<file path="config.mk">
export PLATFORM = sky130hd
export DESIGN_NAME = chan_mux_rr
export DESIGN_NICKNAME = d
export VERILOG_FILES = /design/src/rtl/chan_mux_rr.sv
export SDC_FILE = /design/constraint.sdc
export NUM_CORES = 1
export LEC_CHECK = 0
export CAP_MARGIN = 30
export CORE_MARGIN = 10
export CORE_UTILIZATION = 45
export CTS_CLUSTER_DIAMETER = 100
export DETAILED_ROUTE_END_ITERATION = 16
export PLACE_DENSITY = 0.9
export SYNTH_ARGS = -nofsm -noshare
export SYNTH_HDL_FRONTEND = slang
export SYNTH_SLANG_ARGS = --single-unit
</file>
<file path="constraint.sdc">
create_clock -name clk -period 7.83 [get_ports clk]
set_input_delay 1.566 -clock clk [delete_from_list [all_inputs] [get_ports clk]]
set_output_delay 1.566 -clock clk [all_outputs]
set_load 0.005 [all_outputs]
</file>
<file path="src/rtl/chan_mux_rr.sv">
// chan_mux_rr: N-channel to one multiplexer with a registered output stage.
// Mode 0 arbitrates round-robin from a rotating pointer. Mode 1 passes a single
// fixed channel chosen by sel.
module chan_mux_rr #(
    parameter int unsigned N = 16,
    parameter int unsigned W = 8,
    localparam int unsigned S = $clog2(N)
) (
    input  logic           clk,
    input  logic           rst,
    input  logic [N-1:0]   in_valid,
    input  logic [N*W-1:0] in_data,
    output logic [N-1:0]   in_ready,
    input  logic           mode,
    input  logic [S-1:0]   sel,
    output logic           out_valid,
    output logic [W-1:0]   out_data,
    output logic [S-1:0]   out_chan,
    input  logic           out_ready
);

    logic [S-1:0] ptr;
    logic         load_en;
    logic         rr_found;
    logic [S-1:0] rr_idx;
    logic [S-1:0] cand;
    logic         grant_vld;
    logic [S-1:0] grant_idx;

    // The output register can take a new beat when it is empty or being drained.
    assign load_en = !out_valid || out_ready;

    // Round-robin search: first valid channel at or above ptr, wrapping past N-1.
    // N is a power of two, so the S-bit add provides the wrap.
    always_comb begin
        rr_found = 1'b0;
        rr_idx   = '0;
        cand     = '0;
        for (int k = 0; k < N; k++) begin
            cand = ptr + S'(k);
            if (!rr_found && in_valid[cand]) begin
                rr_found = 1'b1;
                rr_idx   = cand;
            end
        end
    end

    // Grant selection. Fixed mode ignores every channel other than sel.
    always_comb begin
        if (mode) begin
            grant_vld = in_valid[sel];
            grant_idx = sel;
        end else begin
            grant_vld = rr_found;
            grant_idx = rr_idx;
        end
    end

    // Accept strobe: one-hot on the granted channel, suppressed under reset.
    always_comb begin
        in_ready = '0;
        if (grant_vld && load_en && !rst) begin
            in_ready[grant_idx] = 1'b1;
        end
    end

    // Output register and round-robin pointer.
    always_ff @(posedge clk or posedge rst) begin
        if (rst) begin
            out_valid <= 1'b0;
            out_data  <= '0;
            out_chan  <= '0;
            ptr       <= '0;
        end else if (load_en) begin
            if (grant_vld) begin
                out_valid <= 1'b1;
                out_data  <= in_data[grant_idx*W +: W];
                out_chan  <= grant_idx;
                if (!mode) begin
                    ptr <= grant_idx + S'(1);
                end
            end else begin
                // Data and channel hold; only the valid flag drops.
                out_valid <= 1'b0;
            end
        end
    end

endmodule

</file>
* Word-level counts from Yosys, hierarchy flattened *
Cells that the tools add are included.

storage, ports and cells
  register bits after elaboration = 17
  input bits = 152
  output and inout bits = 29
  logic and storage cells = 151

cells by class
  add/subtract/negate cells = 16
  magnitude comparators = 19
  shift-type cells = 1
  muxes and demuxes = 72
  bitwise operators = 1
  reductions and logical operators = 38

operator list
  operator             number
  $shiftx 128x8->8     1
  $lt 4x5->1 const B   18
  $bmux 1 s4           17
  $mux 4               17
  $mux 1               36
  $add 4x4->4 const B  8
  $logic_and 1x1->1    18
  $logic_not 1->1      17
  $add 4x3->4 const B  4
  $mux 16              1
  $add 4x1->4 const B  2
  $add 4x2->4 const B  2
  $demux 1 s4          1
  $ge 4x1->1 const B   1
  $reduce_and 3->1     1
  $reduce_and 2->1     1
  $logic_or 1x1->1     1
  $not 1->1            1

* Longest topological paths before layout *
  depth in word-level cells = 54
  depth in mapped cells = 21
  gate-level depth less buffers = 14

* Worst setup path before layout *
No wires, ideal clock.

  kind = register to output
  start = reg ptr[1]
  end = out in_ready[8]
  arrival time = 5.044 ns
  slack = 1.220 ns
  cell stages (with the launch flop) = 20
  cell sequence = dfrtp_1 -> buf_4 -> buf_2 -> inv_1 -> ha_1 -> buf_2 -> clkbuf_1 -> mux4_2 -> mux4_2 -> and2_0 -> o311ai_0 -> o211a_1 -> o311ai_0 -> o21ai_2 -> buf_4 -> buf_2 -> buf_2 -> ha_1 -> nand2_1 -> nor3_1

between the ends
  cells in the longest elaborated chain, start to end = 54

ends and longest elaborated chain
  what                                                  RTL line  RTL
  start, declared                                       22        logic [S-1:0] ptr;
  start signal, assigned                                80        ptr <= grant_idx + S'(1);
  branches (longest 53 deep; another with $add 4x1->4)  -
  $mux 16 *                                             62        if (grant_vld && load_en && !rst) begin
  end, declared                                         13        output logic [N-1:0] in_ready,

Every way passes the cells marked *. The select of a mux whose other input is x is not followed.

* Worst setup path after layout *
  start = in in_valid[1]
  end = out in_ready[10]

between the ends
  cells in the longest elaborated chain, start to end = 54

ends and longest elaborated chain
  what                                                            RTL line  RTL
  start, declared                                                 11        input logic [N-1:0] in_valid,
  $bmux 1 s4                                                      41        if (!rr_found && in_valid[cand]) begin
  $mux 1 (implied by the code)                                    41
  $mux 1                                                          41
  $logic_not 1->1                                                 41
  $logic_and 1x1->1                                               41
  $mux 1                                                          41
  $logic_not 1->1                                                 41
  $logic_and 1x1->1                                               41
  [39 not listed]                                                 -
  $mux 4 *                                                        41
  $mux 4 *                                                        50        if (mode) begin
  net grant_idx[1]                                                28        logic [S-1:0] grant_idx;
  $lt 4x5->1 (implied by the code) or $ge 4x1->1 (tied branches)  63        in_ready[grant_idx] = 1'b1;
  $logic_and 1x1->1 (implied by the code)                         63
  $mux 1 (implied by the code)                                    63
  $demux 1 s4 *                                                   63
  $mux 16 *                                                       62

The timed path passes the listed nets; every way through them passes the cells marked *. The select of a mux whose other input is x is not followed.

==> impl_metrics.py <==
metrics = {
    "global_route": {
        "grt_max_degree": 42,
        "grt_util_all_layers_pct": 26.2,
        "grt_remaining_overflow": 0,
        "grt_pass1_wl_um": 29700,
        "grt_pass1_vias": 5124,
        "antenna_found_initial": 0,
    },
    "sta": {
        "relSlewSlack_pct": 37.8,
        "clock.fmax_ghz": 0.131,
        "fin_crit_sh_pct": 97.5,
        "setup_viol": 0,
        "min_period_ns": 7.63,
        "fin_ws_ns": 0.197,
        "drv_slew": 0,
        "rsz0062_at_grt": "false",
        "setup_tns_ns": 0,
        "max_slew.worst_pin.slew_ns": 0.908,
        "clock_skew_ns": 0.00708,
        "hold_violations": 0,
    },
    "critical_path": {
        "critPathArrivalTime_ns": 6.07,
        "endpoint_kind": "output port",
        "crit_type": "primary input to output port",
        "cp_data_required_time_ns": 6.26,
        "critPathMaxFanout": 8,
        "start_kind": "primary input",
        "rr_worst_depth": 15,
    },
    "routing": {
        "drt_iter0_markers": 541,
        "wire_per_inst_um": 25.1,
        "drt_first_pass_iters": 7,
        "ant_nets": 0,
        "drc": 0,
        "vias": 5109,
        "wl_um": 19800,
        "drt-vias-per-instance": 6.46,
    },
    "logic_synthesis": {
        "syn_nets": 653,
        "async_flop_share_pct": 100,
        "synth_area_leader_cell": "mux4_2",
        "synthesis.area_um2": 4460,
        "synth_ff_type": "dfrtp_1",
        "syn_inst": 490,
        "ys_types": 71,
        "ys_ff_latch": 17,
        "syn_avg_cell_area_um2": 9.10,
        "seq_area_frac_synth_pct": 9.54,
        "synth_edf_count": 0,
        "yosys.area.top_type_share_pct": 24.2,
        "synth_commonest_cells": "mux2i_1 (56), nand2_1 (54), mux4_2 (48)",
        "yosys_warnings": 0,
        "yosys-top-cells-area": "mux4_2 (24%), mux2i_1 (13%), dfrtp_1 (9.5%)",
        "yosysMostFrequentCell": "mux2i_1",
    },
    "clock_tree": {
        "hold_buffers": 0,
        "tritoncts": "built",
        "clockRootBuffer": "clkbuf_8",
        "cts_buffer_depth": 2,
        "clock_latency_ns": 0.25,
        "post_cts_resize_count": 0,
        "h-tree-depth": 1,
        "clk_pin_slew_ns": 0.08,
        "post-cts-setup-buffers": 0,
        "cts_buffers": 3,
        "cts_sinks": 17,
    },
    "placement": {
        "pre_cts_ws_ns": 0.299,
        "io_buffers": 180,
        "placed_area_um2": 6390,
        "gp_congestion": 0.984,
        "dp_hpwl_um": 16600,
    },
    "flow_run": {
        "cap_violations": 0,
    },
    "finish": {
        "layout.nets": 822,
        "layout-drive-gt1-share_pct": 15.5,
        "stdcell_area_um2": 6430,
        "syn_to_final_growth_pct": 44.3,
        "n_antenna_cell": 0,
    },
    "floorplan": {
        "die_x_um": 120,
        "core_area_um2": 9730,
        "rows": 36,
        "dieArea_um2": 14300,
        "die_h_um": 120,
        "initial_core_util_pct": 45.8,
        "io_pins": 181,
    },
    "power_and_ir_drop": {
        "seqPwrFrac_pct": 5.3,
        "power_leakage_nw": 2.54,
        "power_frac_clock_pct": 1.9,
        "combPwrFrac_pct": 92.8,
        "p_int_mw": 1.60,
        "ir_drop_v": 0.000305,
        "p_per_area_nw_per_um2": 564,
        "netSwitchingFraction_pct": 55.9,
        "power_switching_mw": 2.03,
    },
    "status": {
        "status": "finished, final reports clean",
    },
    "hold_path": {
        "min_path_cells": 2,
        "hp-class": "flop to flop",
    },
}
final timing paths:
check / slack (ns) / start / end
min in group asynchronous: 1.75 / rst / out_chan[3]
worst max register to register: 2.16 / ptr[0] / out_data[3]
max in group asynchronous: 5.63 / rst / out_data[4]
worst max-delay path: 0.20 / in_valid[1] / in_ready[10]
worst min-delay path: 0.49 / out_chan[3] / out_chan[3]
worst min register to register: 0.49 / out_chan[3] / out_chan[3]
power by group through the flow:
stage                     combinational (mW)  sequential [mW]  clock [mW]
final                                   3.37            0.193      0.0677
after global routing                    3.60            0.200      0.0724
after CTS                               3.30            0.191      0.0672
after detailed placement                3.29            0.191           0
after global placement                  3.23            0.189           0
after floorplan                         2.40            0.161           0
cell families (layout without fill, tap and decap cells):
| group | count (synthesis) | in the layout | share of synthesized area [%] |
|---|---|---|---|
| mux | 132 | 132 | 44.7 |
| buf+inv | 59 | 227 | 6.03 |
| flops | 17 | 17 | 9.54 |
| simple gates | 136 | 136 | 15.0 |
| fa+ha+maj | 11 | 11 | 3.09 |
| compound gates | 122 | 122 | 19.1 |
| xor+xnor | 13 | 13 | 2.55 |
state kept, by name, indices dropped and copies added, names as in the netlist:
| signal | cells |
|---|---|
| out_chan | 4 |
| out_valid | 1 |
| out_data | 8 |
| ptr | 4 |
stage by stage:
stage | hold slack, ns | util (%) | cells | total power, mW
after detailed placement | 0.480 | 65.6 | 787 | 3.48
after global placement | 0.464 | 65.6 | 787 | 3.42
final | 0.494 | 66.1 | 791 | 3.63
after floorplan | 0.473 | - | 490 | 2.56
after global routing | 0.535 | 66.1 | 791 | 3.88
after CTS | 0.497 | 66.1 | 791 | 3.56
worst max-delay path, cell delays in order:
cell and delay (ns):
clkdlybuf4s50_1 0.53, mux4_2 0.61, mux2_2 0.34, mux2_2 0.34, nor3b_4 0.38, and3_1 0.40
nand3_1 0.16, o31ai_1 0.37, o21ai_4 0.11, inv_1 0.13, ha_1 0.22, nand2_1 0.09
nor3_1 0.25, clkdlybuf4s50_1 0.57
cell usage in the layout (no fill, tap or decap), types with 8 or more instances in the layout:
cell,count
o211ai_1,9
buf_4,16
dfrtp_1,17
mux4_2,48
o21ai_0,22
ha_1,11
mux2_2,24
nand3_1,11
and3_1,12
inv_1,24
a32oi_1,8
xnor2_1,10
nand2b_1,8
nand2_1,54
clkdlybuf4s50_1,180
nor2_1,25
mux2i_1,56
a21oi_1,25
metal layers:
| metal | GRT usage [%] | part of all wire, % | vias to the layer above |
|---|---|---|---|
| li1 | - | - | 2273 |
| met5 | 0 | 0 | - |
| met1 | 35.1 | 40 | 2507 |
| met2 | 42.3 | 48 | 299 |
| met3 | 5.86 | 9.8 | 30 |
| met4 | 5.51 | 1.9 | 0 |
area by class of cell:
class	instances	area (µm²)
Clock inverter	1	5.00
Inverter	27	101
Multi-Input combinational cell	414	3770
Timing Repair Buffer	196	1920
Clock buffer	3	41.3
Tap cell	133	166
Sequential cell	17	425
Fill cell	795	3300
Note: power is estimated with default switching activity, not from simulation.
==> variant 1, RTL diff (config.mk and constraints unchanged) <==
Make the reset (`rst`) synchronous in one clocked block.
--- a/src/rtl/chan_mux_rr.sv
+++ b/src/rtl/chan_mux_rr.sv
@@ -66,5 +66,5 @@
 
     // Output register and round-robin pointer.
-    always_ff @(posedge clk or posedge rst) begin
+    always_ff @(posedge clk) begin
         if (rst) begin
             out_valid <= 1'b0;
Behaviour: differs if rst is asserted again (counterexample within 4 cycles, from zero or initial values and one cycle with rst high); with rst held inactive, the same outputs for 4 cycles.
==> variant 1 against the original RTL <==
- design area increased by 5.2%
- routed wire length rose by 8.9%
- sequential cell count stayed put
- sequential share of layout area shrank 1.6 points
- highest routed layer unchanged
- total power is 35% lower
- synthesized cell count grew 15%
- setup slack improved by 0.035 ns
- synthesized area rose by 4.8%
==> variant 1: results (changes against the original RTL) <==
RUN_STATUS='complete, no violations'
YOSYS-TOP-CELLS-AREA='sky130_fd_sc_hd__mux2i_1, sky130_fd_sc_hd__mux4_2, sky130_fd_sc_hd__dfxtp_1'
P_LEAK_nW=2.648  # +4.2%
SYNTH_FF_TYPE='sky130_fd_sc_hd__dfxtp_1'
IRDROPWORSTVDD_uV=206.3  # -32%
POST_DRT_VIA_CELL_RATIO=6.599  # +2.2%
SYNTH_COMMONEST_CELLS='sky130_fd_sc_hd__mux2i_1, sky130_fd_sc_hd__nor2_1, sky130_fd_sc_hd__nand2_1'
FF_LATCH_AREA_SQ_UM=340.3  # -20%
FILLERS=788  # -0.88%
YS_TYPES=84  # +18%
NETS=911  # +11%
DETAIL_ROUTE.WIRELENGTH_MICRONS=21590  # +8.9%
PLAIN_REPAIR_BUFFERS=217  # +11%
CP_SLOWEST_STAGE_DELAY_NS=0.57  # -0.04 ns
GRT_START_MAX_NET_PINS=43  # +2.4%
LAYOUT.COMB_GATES.MULTI_INPUT=497  # +20%
DR.FIRST_ITER.DRC_COUNT=765  # +41%
DETAILEDROUTE.FIRSTPASSITERATIONCOUNT=6  # -1
ROUTABILITYCONGESTION=1.015  # +3.2%
YOSYSSEQAREASHARE=0.07282  # -0.02260
CLKCELLAREAFRAC=0.007214  # +0.00001716
CLK-INSERTION-DELAY-LATE_NS=0.27  # +0.02 ns
HPWLAFTERDP_MICRONS=17740  # +6.5%
NUM-NONCLK-INVERTERS=12  # -56%
WORSTMARGINPINSLEW_NS=0.7230  # -0.1845 ns
GRT_FIRST_PASS_WIRELENGTH_MICRONS=32120  # +8.0%
SYNTH-ADDER-AREA-SHARE=0.02945  # -0.001422
LAYOUT.BUFFER.NONCLOCK.AREA_SHARE=0.3074  # +0.008661
P_COMB_FRAC=0.911  # -0.017
COMB_CELL_POWER_mW=2.16  # -36%
[variant 1: changes by cell type after synthesis, sizes merged, moves of 10 or more]
cell	unedited run	this run
and2	2	12
dfrtp	17	0
dfxtp	0	17
inv	25	11
mux2	24	13
mux2i	58	92
mux4	50	27
nand2	54	42
nor2	25	58
nor3	7	17
[variant 1: metal layers]
| metal | global-route usage | part of all wire | up-vias |
|---|---|---|---|
| met1 | 0.3458 | 0.38 | 2730 |
| met2 | 0.4478 | 0.48 | 428 |
| li1 | - | - | 2574 |
| met4 | 0.1006 | 0.046 | 0 |
| met3 | 0.04070 | 0.096 | 95 |
| met5 | 0 | 0 | - |
[variant 1: metrics by stage]
step                setup slack [ns]  hold slack (ns)  std cells  cell area [sq um]
global route                 0.01459           0.5169        883               6764
CTS                          0.02673           0.4886        881               6726
finish                        0.2313           0.4943        883               6764
global placement              0.1020           0.4607        877               6678
detailed placement           0.06056           0.4743        877               6678
floorplan                      1.632           0.4527        563               4673
[variant 1: cell families (layout without fill, tap and decap cells)]
group,after synthesis,in the layout
fa+ha+maj,11,11
compound gates,153,153
mux,132,132
simple gates,188,188
xor+xnor,13,13
flops,17,17
buf+inv,49,233
[variant 1: worst paths after layout]
| kind | from | endpoint | slack [ns] | cells past startpoint |
|---|---|---|---|---|
| max | in_valid[12] | in_ready[11] | 0.23 | 14 |
| min | out_chan[2]$_SDFFE_PP0P_ | out_chan[2]$_SDFFE_PP0P_ | 0.49 | 2 |
| max reg2reg | ptr[1]$_SDFFE_PP0P_ | out_data[1]$_SDFFE_PP0P_ | 2.05 | 15 |
| min reg2reg | out_chan[2]$_SDFFE_PP0P_ | out_chan[2]$_SDFFE_PP0P_ | 0.49 | 2 |
[variant 1: repair_timing]
item	CTS	global route
setup buffers	0	2
gates resized for setup	0	5
setup endpoints to repair	0	16
==> variant 2, RTL diff (same flow settings) <==
Made on the original files. The parameter `N` goes from 16 to 32.
--- a/src/rtl/chan_mux_rr.sv
+++ b/src/rtl/chan_mux_rr.sv
@@ -3,5 +3,5 @@
 // fixed channel chosen by sel.
 module chan_mux_rr #(
-    parameter int unsigned N = 16,
+    parameter int unsigned N = 32,
     parameter int unsigned W = 8,
     localparam int unsigned S = $clog2(N)
Interface: changed (5 resized); port bits go from 181 to 343. No check against the original RTL was run, so the function may have changed too.
==> variant 2 against the original RTL <==
- the flow now stops in global routing (5_1_grt)
- synthesized area grew 130%
==> variant 2: results (changes against the original RTL) <==
RUN_STATUS='did not finish'
OUTCOME.STOP_STAGE='global routing (5_1_grt)'
TOOLERRORMSG='[ERROR GRT-0116] Global routing finished with congestion. Check the congestion regions in the DRC Viewer.'
NUMPORTBUFFERS=342  # +90%
GRT_PASS1_VIAS=17460
SYN_NETS=1433  # +120%
SYN_AVG_CELL_AREA_SQ_UM=9.148  # +0.55%
CLK_PATH_BUF_DEPTH=2  # unchanged
ROUTABILITYCONGESTION=1.263  # +28%
GLOBAL_ROUTE.OVERFLOW_TOTAL=2
HPWLAFTERDP_MICRONS=52350  # +210%
SYNTH-SEQ-CELLS=19  # +2
CLOCK-ROOT-BUFFER='sky130_fd_sc_hd__clkbuf_16'
YS_WARN_COUNT=0  # unchanged
GRT.TOTAL_USAGE=0.5895
ASYNCSETRESETFLOPFRACSYNTH=1.000  # unchanged
GRT_START_MAX_NET_PINS=70
CTS-BUFFERS-INSERTED=3  # unchanged
CTS_MAX_LEVEL=1  # unchanged
SYNTH_COMMONEST_CELLS='sky130_fd_sc_hd__mux4_2, sky130_fd_sc_hd__nor2_1, sky130_fd_sc_hd__nand2_1'
SYNTH_FF_TYPE='sky130_fd_sc_hd__dfrtp_1'
DPL.CELL_COUNT=1928  # +140%
YOSYS-TOP-CELLS-AREA='sky130_fd_sc_hd__mux4_2, sky130_fd_sc_hd__mux2i_1, sky130_fd_sc_hd__nor2_1'
YS_TYPES=89  # +25%
YOSYSSEQAREASHARE=0.04649  # -0.04894
GRT_FIRST_PASS_WIRELENGTH_MICRONS=124200
variant 2: cell count changes after synthesis, sizes merged, moves of 22 or more:
cell	delta
a21oi	+22
buf	+22
clkbuf	+33
mux2	+34
mux2i	+30
mux4	+94
nand2	+35
nor2	+103
variant 2: layer usage:
layer	track usage	GRT overflow
met1	0.5557	0
met2	0.7428	1
met3	0.5088	0
met4	0.5317	1
met5	0.3087	0
variant 2: cell families after synthesis:
kind of cell / Yosys count / share of synthesized area
AND/OR/NAND/NOR: 369 / 0.1790
multiplexers: 290 / 0.4697
AO/OA/AOI/OAI: 274 / 0.1916
buffers and inverters: 112 / 0.05750
XOR/XNOR: 36 / 0.03377
flip-flops: 19 / 0.04649
adder cells (fa/ha/maj): 18 / 0.02202
variant 2: stage by stage:
step                setup WS (ns)  setup TNS [ns]    util  hold WS (ns)  instance area [sq um]
floorplan                0.007269               0       -        0.4740                  10270
global placement          -0.8449          -17.81  0.6947        0.4620                  15630
detailed placement         -1.257          -29.35  0.6947        0.4755                  15630
CTS                     0.0009313               0  0.7163        0.4897                  16120
variant 2: repair_timing:
action | CTS
gates resized for setup | 334
endpoints found under the setup margin | 35
pin swaps | 31
buffers inserted | 38
